===== config.mk =====
export PLATFORM = sky130hd
export DESIGN_NAME = syn_run_ctl_flat
export DESIGN_NICKNAME = d
export VERILOG_FILES = /design/src/rtl/syn_run_ctl_if.sv /design/src/rtl/syn_run_ctl.sv /design/src/flat_wrapper.sv
export SDC_FILE = /design/constraint.sdc
export NUM_CORES = 1
export LEC_CHECK = 0
export ABC_AREA = 1
export CAP_MARGIN = 20
export CORE_ASPECT_RATIO = 1.1
export CORE_UTILIZATION = 40
export DETAILED_ROUTE_END_ITERATION = 8
export HOLD_SLACK_MARGIN = 0.1
export PLACE_DENSITY = 0.78
export SLEW_MARGIN = 10
export SYNTH_ARGS = -nofsm -noshare
export SYNTH_HDL_FRONTEND = slang
export SYNTH_SLANG_ARGS = --single-unit

===== constraint.sdc =====
create_clock -name clk -period 1.95 [get_ports clk]
set_input_delay 0.195 -clock clk [delete_from_list [all_inputs] [get_ports clk]]
set_output_delay 0.195 -clock clk [all_outputs]
set_load 0.02 [all_outputs]

===== src/rtl/syn_run_ctl_if.sv =====
// Signal bundle between the board/core side and the run/step controller.
interface syn_run_ctl_if;
   logic        run_req;
   logic        step_req;
   logic        speed;
   logic        halt;
   logic [31:0] pc;
   logic        bp_en;
   logic [31:0] bp_addr;
   logic        en;
   logic [1:0]  state;
   logic        bp_hit;
   logic [31:0] instr_cnt;

   // Board and core side: drives the requests, PC and breakpoint setup.
   modport master (
      output run_req, step_req, speed, halt, pc, bp_en, bp_addr,
      input  en, state, bp_hit, instr_cnt
   );

   // Controller side.
   modport slave (
      input  run_req, step_req, speed, halt, pc, bp_en, bp_addr,
      output en, state, bp_hit, instr_cnt
   );
endinterface


===== src/rtl/syn_run_ctl.sv =====
// Run/step controller: generates the core enable for free-run, single-step,
// PC breakpoints and halt, and counts retired instructions.
module syn_run_ctl #(
   parameter logic [31:0] DIV_FAST = 32'd1,
   parameter logic [31:0] DIV_SLOW = 32'd50_000_000
) (
   input  logic          clk,
   input  logic          rst_n,
   syn_run_ctl_if.slave  bus
);
   typedef enum logic [1:0] {
      ST_PAUSE = 2'd0,
      ST_RUN   = 2'd1,
      ST_STEP  = 2'd2,
      ST_HALT  = 2'd3
   } state_e;

   state_e      state_q, state_d;
   logic        run_q, step_q;
   logic [31:0] div_cnt_q, div_cnt_d;
   logic        bp_hit_q, bp_hit_d;
   logic        bp_skip_q, bp_skip_d;
   logic [31:0] instr_cnt_q, instr_cnt_d;

   logic        run_rise_s, step_rise_s, tick_s, bp_match_s, en_s;
   logic [31:0] period_s;

   // Request edges, rate divider compare and breakpoint match.
   always_comb begin
      run_rise_s  = bus.run_req & ~run_q;
      step_rise_s = bus.step_req & ~step_q;
      period_s    = bus.speed ? DIV_SLOW : DIV_FAST;
      // >= rather than == so a switch to a shorter period ticks at once.
      tick_s      = (div_cnt_q >= (period_s - 32'd1));
      bp_match_s  = bus.bp_en & (bus.pc == bus.bp_addr) & ~bp_skip_q;
   end

   // Core enable, next state and sticky flags.
   always_comb begin
      en_s = rst_n & ~bus.halt &
             (((state_q == ST_RUN) & tick_s & ~run_rise_s & ~bp_match_s) |
              (state_q == ST_STEP));

      state_d     = state_q;
      div_cnt_d   = div_cnt_q;
      bp_hit_d    = bp_hit_q;
      // Any retired instruction re-arms the breakpoint.
      bp_skip_d   = en_s ? 1'b0 : bp_skip_q;
      instr_cnt_d = en_s ? (instr_cnt_q + 32'd1) : instr_cnt_q;

      if (bus.halt && (state_q != ST_HALT)) begin
         state_d = ST_HALT;
      end else begin
         case (state_q)
            ST_PAUSE: begin
               if (run_rise_s) begin
                  state_d   = ST_RUN;
                  bp_hit_d  = 1'b0;
                  // Resuming at the breakpoint PC must execute it.
                  bp_skip_d = 1'b1;
                  div_cnt_d = 32'd0;
               end else if (step_rise_s) begin
                  state_d = ST_STEP;
               end else begin
                  state_d = ST_PAUSE;
               end
            end
            ST_RUN: begin
               if (tick_s) begin
                  div_cnt_d = 32'd0;
               end else begin
                  div_cnt_d = div_cnt_q + 32'd1;
               end
               if (run_rise_s) begin
                  state_d = ST_PAUSE;
               end else if (bp_match_s) begin
                  state_d  = ST_PAUSE;
                  bp_hit_d = 1'b1;
               end else begin
                  state_d = ST_RUN;
               end
            end
            ST_STEP: begin
               state_d = ST_PAUSE;
            end
            ST_HALT: begin
               state_d = ST_HALT;
            end
            default: begin
               state_d = ST_PAUSE;
            end
         endcase
      end
   end

   // State registers; edge detectors sample through reset so held inputs make no edge.
   always_ff @(posedge clk) begin
      run_q  <= bus.run_req;
      step_q <= bus.step_req;
      if (!rst_n) begin
         state_q     <= ST_PAUSE;
         div_cnt_q   <= 32'd0;
         bp_hit_q    <= 1'b0;
         bp_skip_q   <= 1'b0;
         instr_cnt_q <= 32'd0;
      end else begin
         state_q     <= state_d;
         div_cnt_q   <= div_cnt_d;
         bp_hit_q    <= bp_hit_d;
         bp_skip_q   <= bp_skip_d;
         instr_cnt_q <= instr_cnt_d;
      end
   end

   assign bus.en        = en_s;
   assign bus.state     = state_q;
   assign bus.bp_hit    = bp_hit_q;
   assign bus.instr_cnt = instr_cnt_q;
endmodule

===== src/flat_wrapper.sv =====
// flat-port wrapper written by rule: the top's interface ports become plain ports
module syn_run_ctl_flat 
#(
   parameter logic [31:0] DIV_FAST = 32'd1,
   parameter logic [31:0] DIV_SLOW = 32'd50_000_000
)
  (clk, rst_n, bus_run_req, bus_step_req, bus_speed, bus_halt, bus_pc, bus_bp_en, bus_bp_addr, bus_en, bus_state, bus_bp_hit, bus_instr_cnt);
  syn_run_ctl_if bus_i ();
  input  logic clk;
  input  logic rst_n;
  input wire logic [$bits(bus_i.run_req)-1:0] bus_run_req;
  input wire logic [$bits(bus_i.step_req)-1:0] bus_step_req;
  input wire logic [$bits(bus_i.speed)-1:0] bus_speed;
  input wire logic [$bits(bus_i.halt)-1:0] bus_halt;
  input wire logic [$bits(bus_i.pc)-1:0] bus_pc;
  input wire logic [$bits(bus_i.bp_en)-1:0] bus_bp_en;
  input wire logic [$bits(bus_i.bp_addr)-1:0] bus_bp_addr;
  output wire logic [$bits(bus_i.en)-1:0] bus_en;
  output wire logic [$bits(bus_i.state)-1:0] bus_state;
  output wire logic [$bits(bus_i.bp_hit)-1:0] bus_bp_hit;
  output wire logic [$bits(bus_i.instr_cnt)-1:0] bus_instr_cnt;
  assign bus_i.run_req = bus_run_req;
  assign bus_i.step_req = bus_step_req;
  assign bus_i.speed = bus_speed;
  assign bus_i.halt = bus_halt;
  assign bus_i.pc = bus_pc;
  assign bus_i.bp_en = bus_bp_en;
  assign bus_i.bp_addr = bus_bp_addr;
  assign bus_en = bus_i.en;
  assign bus_state = bus_i.state;
  assign bus_bp_hit = bus_i.bp_hit;
  assign bus_instr_cnt = bus_i.instr_cnt;
  syn_run_ctl #(.DIV_FAST(DIV_FAST), .DIV_SLOW(DIV_SLOW)) u_core (.clk(clk), .rst_n(rst_n), .bus(bus_i));
endmodule

# After elaboration in Yosys (flattened, before gate mapping)
# Cells that the tools add are included.
# word_totals
reg_bits	70
input_bits	71
out_inout_bits	36
word_cells	59
# op_classes
addsub	3
n_lt_le_gt_ge	1
n_eq_ne	8
n_mux	18
bitwise	17
reduce_logical	5
# op_table
cell	n
32-bit by 1-bit adder with 32-bit output (second input constant)	2
32-bit two-way mux	2
32-bit case mux with 2 select lines	1
32-bit equality test	1
32-bit greater-or-equal comparator	1
32-bit by 1-bit subtractor with 32-bit output (second input constant)	1
26-bit two-way mux	1
1-bit bitwise AND	9
1-bit two-way mux	8
2-bit two-way mux	4
2-bit case mux with 4 select lines	1
1-bit NOT	7
5-bit AND reduction	1
2-bit equality test (second input constant)	2
2-bit by 1-bit != test with 1-bit output (second input constant)	2
2-bit != test (second input constant)	2
3-bit AND reduction	1
2-bit by 1-bit equality test with 1-bit output (second input constant)	1
2-bit zero test	1
1-bit case mux with 2 select lines	1
2-bit nonzero test	1
1-bit logical AND	1
1-bit OR	1

# Depth between registers and ports, before layout
# logic_depth
ltp_word	12
depth_mapped	19
ltp_nobuf	19

# Worst setup path after synthesis
# No wires, ideal clock.
# synth_timing
path_kind	input-to-reg
start	in bus_speed
end	reg u_core.instr_cnt_q[0] (netlist: u_core.bus.instr_cnt[0])
setup_ps	112
t_arrival_ps	1883
setup_slack_ps	-45
cell_stages	18
cell_sequence	inv_1 > ha_1 > nand2_1 > nor2_1 > nor2_1 > nand2_1 > nand2_1 > nand2_1 > nand2_1 > nand2_1 > nand2_1 > nand2_2 > nand3_2 > nand2_4 > nand2_4 > inv_1 > nor2_1 > nor2_1
# synth_via
elab_chain_len	8
# synth_rtl
element	line_no	text
start: declaration	flat_wrapper.sv:13	input wire logic [$bits(bus_i.speed)-1:0] bus_speed;
26-bit two-way mux	syn_run_ctl.sv:32	period_s = bus.speed ? DIV_SLOW : DIV_FAST;
32-bit by 1-bit subtractor with 32-bit output	syn_run_ctl.sv:34	tick_s = (div_cnt_q >= (period_s - 32'd1));
32-bit greater-or-equal comparator	syn_run_ctl.sv:34	
1-bit bitwise AND (3 in series)	syn_run_ctl.sv:41	(((state_q == ST_RUN) & tick_s & ~run_rise_s & ~bp_match_s) |
1-bit OR	syn_run_ctl.sv:41	
1-bit bitwise AND	syn_run_ctl.sv:40	en_s = rst_n & ~bus.halt &
net bus_en	flat_wrapper.sv:18	output wire logic [$bits(bus_i.en)-1:0] bus_en;
end signal: assignment	syn_run_ctl.sv:111	instr_cnt_q <= instr_cnt_d;
end: declaration	syn_run_ctl.sv:23	logic [31:0] instr_cnt_q, instr_cnt_d;
# The timed path passes the listed nets, and every way through them passes these cells.
# A chain may end at the register's enable or synchronous reset.

# Final worst setup path
# layout_timing
start	reg u_core.div_cnt_q[0]
end	reg u_core.div_cnt_q[13]
# layout_via
elab_chain_len	3
word_cells_on_any_way	4
# layout_rtl
element	line_no	text
start: declaration	syn_run_ctl.sv:20	logic [31:0] div_cnt_q, div_cnt_d;
start signal: assignment	syn_run_ctl.sv:108	div_cnt_q <= div_cnt_d;
32-bit by 1-bit adder with 32-bit output / 32-bit greater-or-equal comparator (equally long branches)	syn_run_ctl.sv:72, syn_run_ctl.sv:34	
32-bit two-way mux (*)	syn_run_ctl.sv:69	if (tick_s) begin
32-bit case mux with 2 select lines (*)	syn_run_ctl.sv:54	case (state_q)
# Mark *: on every way between the ends. The rest lies on a longest branch, timed or not.

==> metrics.txt <==
outcome finished with violations; failing checks negative setup slack; post-place setup slack -0.9930 ns; routed via count 6136; sequential share of the synthesized area 27.81%; CP Max Fanout 5; die width 109.0 um; Max VDD drop 0.5135 mV; Die ar. 0.01305 mm^2; I/O pin cnt 107; Syn Inst Count 806; top post-synthesis cells by area dfxtp_1, nand2_1, inv_1; hold violation count in the final report 0; most frequent cell after synthesis nand2_1; Cell Int Power 2667 uW; Core ar. 0.01214 mm^2; RD Place Congestion 0.9521; fin crit share 117.6%; Startpoint Class register; LEAKAGE 0.003247 uW; Worst-Margin Slew 0.7593 ns; number of H-tree levels 3; DRC viols 0; final net count 1091; synth unique cells 34; critical path's slowest cell dfxtp_2; critical-path cell list inv_2, ha_4, nand2_2, nor2_1, nor2_1, nand2_1, nand2_1, nand2_1, nand2_1, nand2_1, nand2_1, nand2_2, buf_6, nor3_4, buf_12, buf_12, buf_16, nand2_2, a21oi_2; Worst Path Buf+Inv 5; slowest cell delay on critical path 0.34 ns; initial antenna violation count 0; Worst Setup End Kind register; DRT Pass-1 Iters 5; worst-case clock buffer depth 2; Hold WS 0.3311 ns; top cell type's share of synthesized area 27.81%; row count 42; diode count 0; Top FF cell, synth dfxtp_1; Comb power frac 17.8%; Root Buffer clkbuf_16; Clock Latency Late Sink 0.34 ns; RSZ-0062 raised after global routing yes; CTS sink cnt 70; power per cell area 470.9 mW/mm^2; gr ovfl total 0; Hold WC Path Type input port to register; Avg WL per Cell 14.86 um; Placed Area 0.006771 mm^2; Max Cap Viol 0; share of cells above drive strength 1 20.20%; count of final setup violators 58; drt via density 5.294; Period minus WS final 2.293 ns; post-detailed-route count of antenna-violating nets 0; worst path arrival time 2.56 ns; first-pass GRT wire length 25760 um; headroom to the max-slew limit 49.38%; synthesized area 0.005039 mm^2; skew final 0.01011 ns; cell mode on critical path nand2_1; Reg power frac 39.9%; largest net degree at the start of global routing 59; initial drt markers 393; Fmax 436.1 MHz; fin. max-slew vios 0; Post-Route Setup TNS -14.92 ns; sw frac 26.69%; Ys Warns 0; Starting Density 41.51%; Syn Nets 897; area growth from synthesis to layout 53.32%; HPWL after DPL 10640 um; GRT Total Usage 24.93%; clock power share 42.3%; async set-reset flop share out of synthesis 0%; TritonCTS clock tree built; vias in the first global route 5698; Yosys reg bits 70; port bufs 106; final WL 17220 um; type of the worst setup path register to register; EDFF count, synth 0; clock slew at reported path FFs 0.06 ns; Synth area leader dfxtp_1; Setup WS post-layout -0.3428 ns; CTS Buf Count 9; post-route cell area 0.007725 mm^2; Psw 970.8 uW; Req. time, crit path 2.22 ns; synth cell count leaders nand2_1, inv_1, nor2_1; Die Ht 119.7 um; kind of cell adding the most delay to the critical path simple AND/OR/NAND/NOR gates; Post-Syn Area per Cell 6.251 um^2
[area by class of cell]
class / instances / area, um^2
clock inverters: 4 / 22.52
repair buffers: 205 / 1979
flip-flops and latches: 70 / 1411
fillers: 990 / 4414
well taps: 154 / 192.7
multi-input cells: 602 / 3445
inverters: 112 / 427.9
clock buffers: 12 / 246.5
[state kept, by name, indices dropped and copies added, names as in the netlist]
signal                cells
u_core.bp_skip_q          1
u_core.bus.bp_hit         1
u_core.bus.instr_cnt     32
u_core.bus.state          2
u_core.div_cnt_q         32
u_core.run_q              1
u_core.step_q             1
[routing by layer]
layer	GRT usage [%]	up-vias	wire (um)	part of all wire, %
li1	-	2980	-	-
met1	28.52	2793	6680	39
met2	42.65	277	8305	48
met3	4.128	86	1296	7.5
met4	15.20	0	936	5.4
met5	0	-	0	0
[path summary, 6_finish.rpt]
kind | start | end | cells after the start | slack [ns]
min reg2reg | u_core.div_cnt_q[27] | u_core.div_cnt_q[27] | 2 | 0.45
max reg2reg | u_core.div_cnt_q[0] | u_core.div_cnt_q[13] | 19 | -0.34
max | u_core.div_cnt_q[0] | u_core.div_cnt_q[13] | 19 | -0.34
min | bus_step_req | u_core.step_q | 1 | 0.33
[logic make-up (layout without fill, tap and decap cells)]
logic type	count (synthesis)	after routing	synth area share [%]
adders and majority gates	20	20	4.966
buffers and inverters	134	333	11.10
and+or+nand+nor	443	443	38.66
xor gates and xnor gates	43	43	7.475
AOI/OAI and AO/OA	96	96	9.983
DFF	70	70	27.81
[power by group through the flow]
stage	clock network (uW)	registers, uW	logic [uW]
floorplan	0	1490	234
global placement	0	1480	502
detailed placement	0	1480	513
CTS	1540	1450	577
global route	1610	1450	703
finish	1540	1450	649
[stage by stage]
step	std cells	total power [uW]	utilization, %
final	1159	3638	63.64
after CTS	1150	3566	61.18
after global placement	1121	1982	55.78
after global routing	1159	3765	63.64
after detailed placement	1121	1993	55.78
after floorplan	806	1724	-
[placed cells by master, fill, tap and decap left out, drive strengths merged]
cell type	netlist	final
nor2	84	84
a211oi	1	1
nor3b	1	1
o21a	3	3
clkbuf	13	14
o2111ai	1	1
inv	112	111
xnor2	11	11
nand4	18	18
and2b	1	1
ha	20	20
buf	9	99
clkdlybuf4s50	0	104
o211ai	2	2
nand3	55	55
or2	5	5
nor3	39	39
nand3b	2	2
nor4	5	5
nand2	233	233
clkinv	0	4
clkinvlp	0	1
dfxtp	70	70
a21oi	69	69
xor2	32	32
o21ai	20	20
[timing repair]
item,CTS,global route
pin swaps,11,26
setup buffers,9,8
setup endpoints to repair,61,61
resized for setup,45,57
hold buffers,0,0
cloned,4,2
Power figures use the tool's default switching activity.
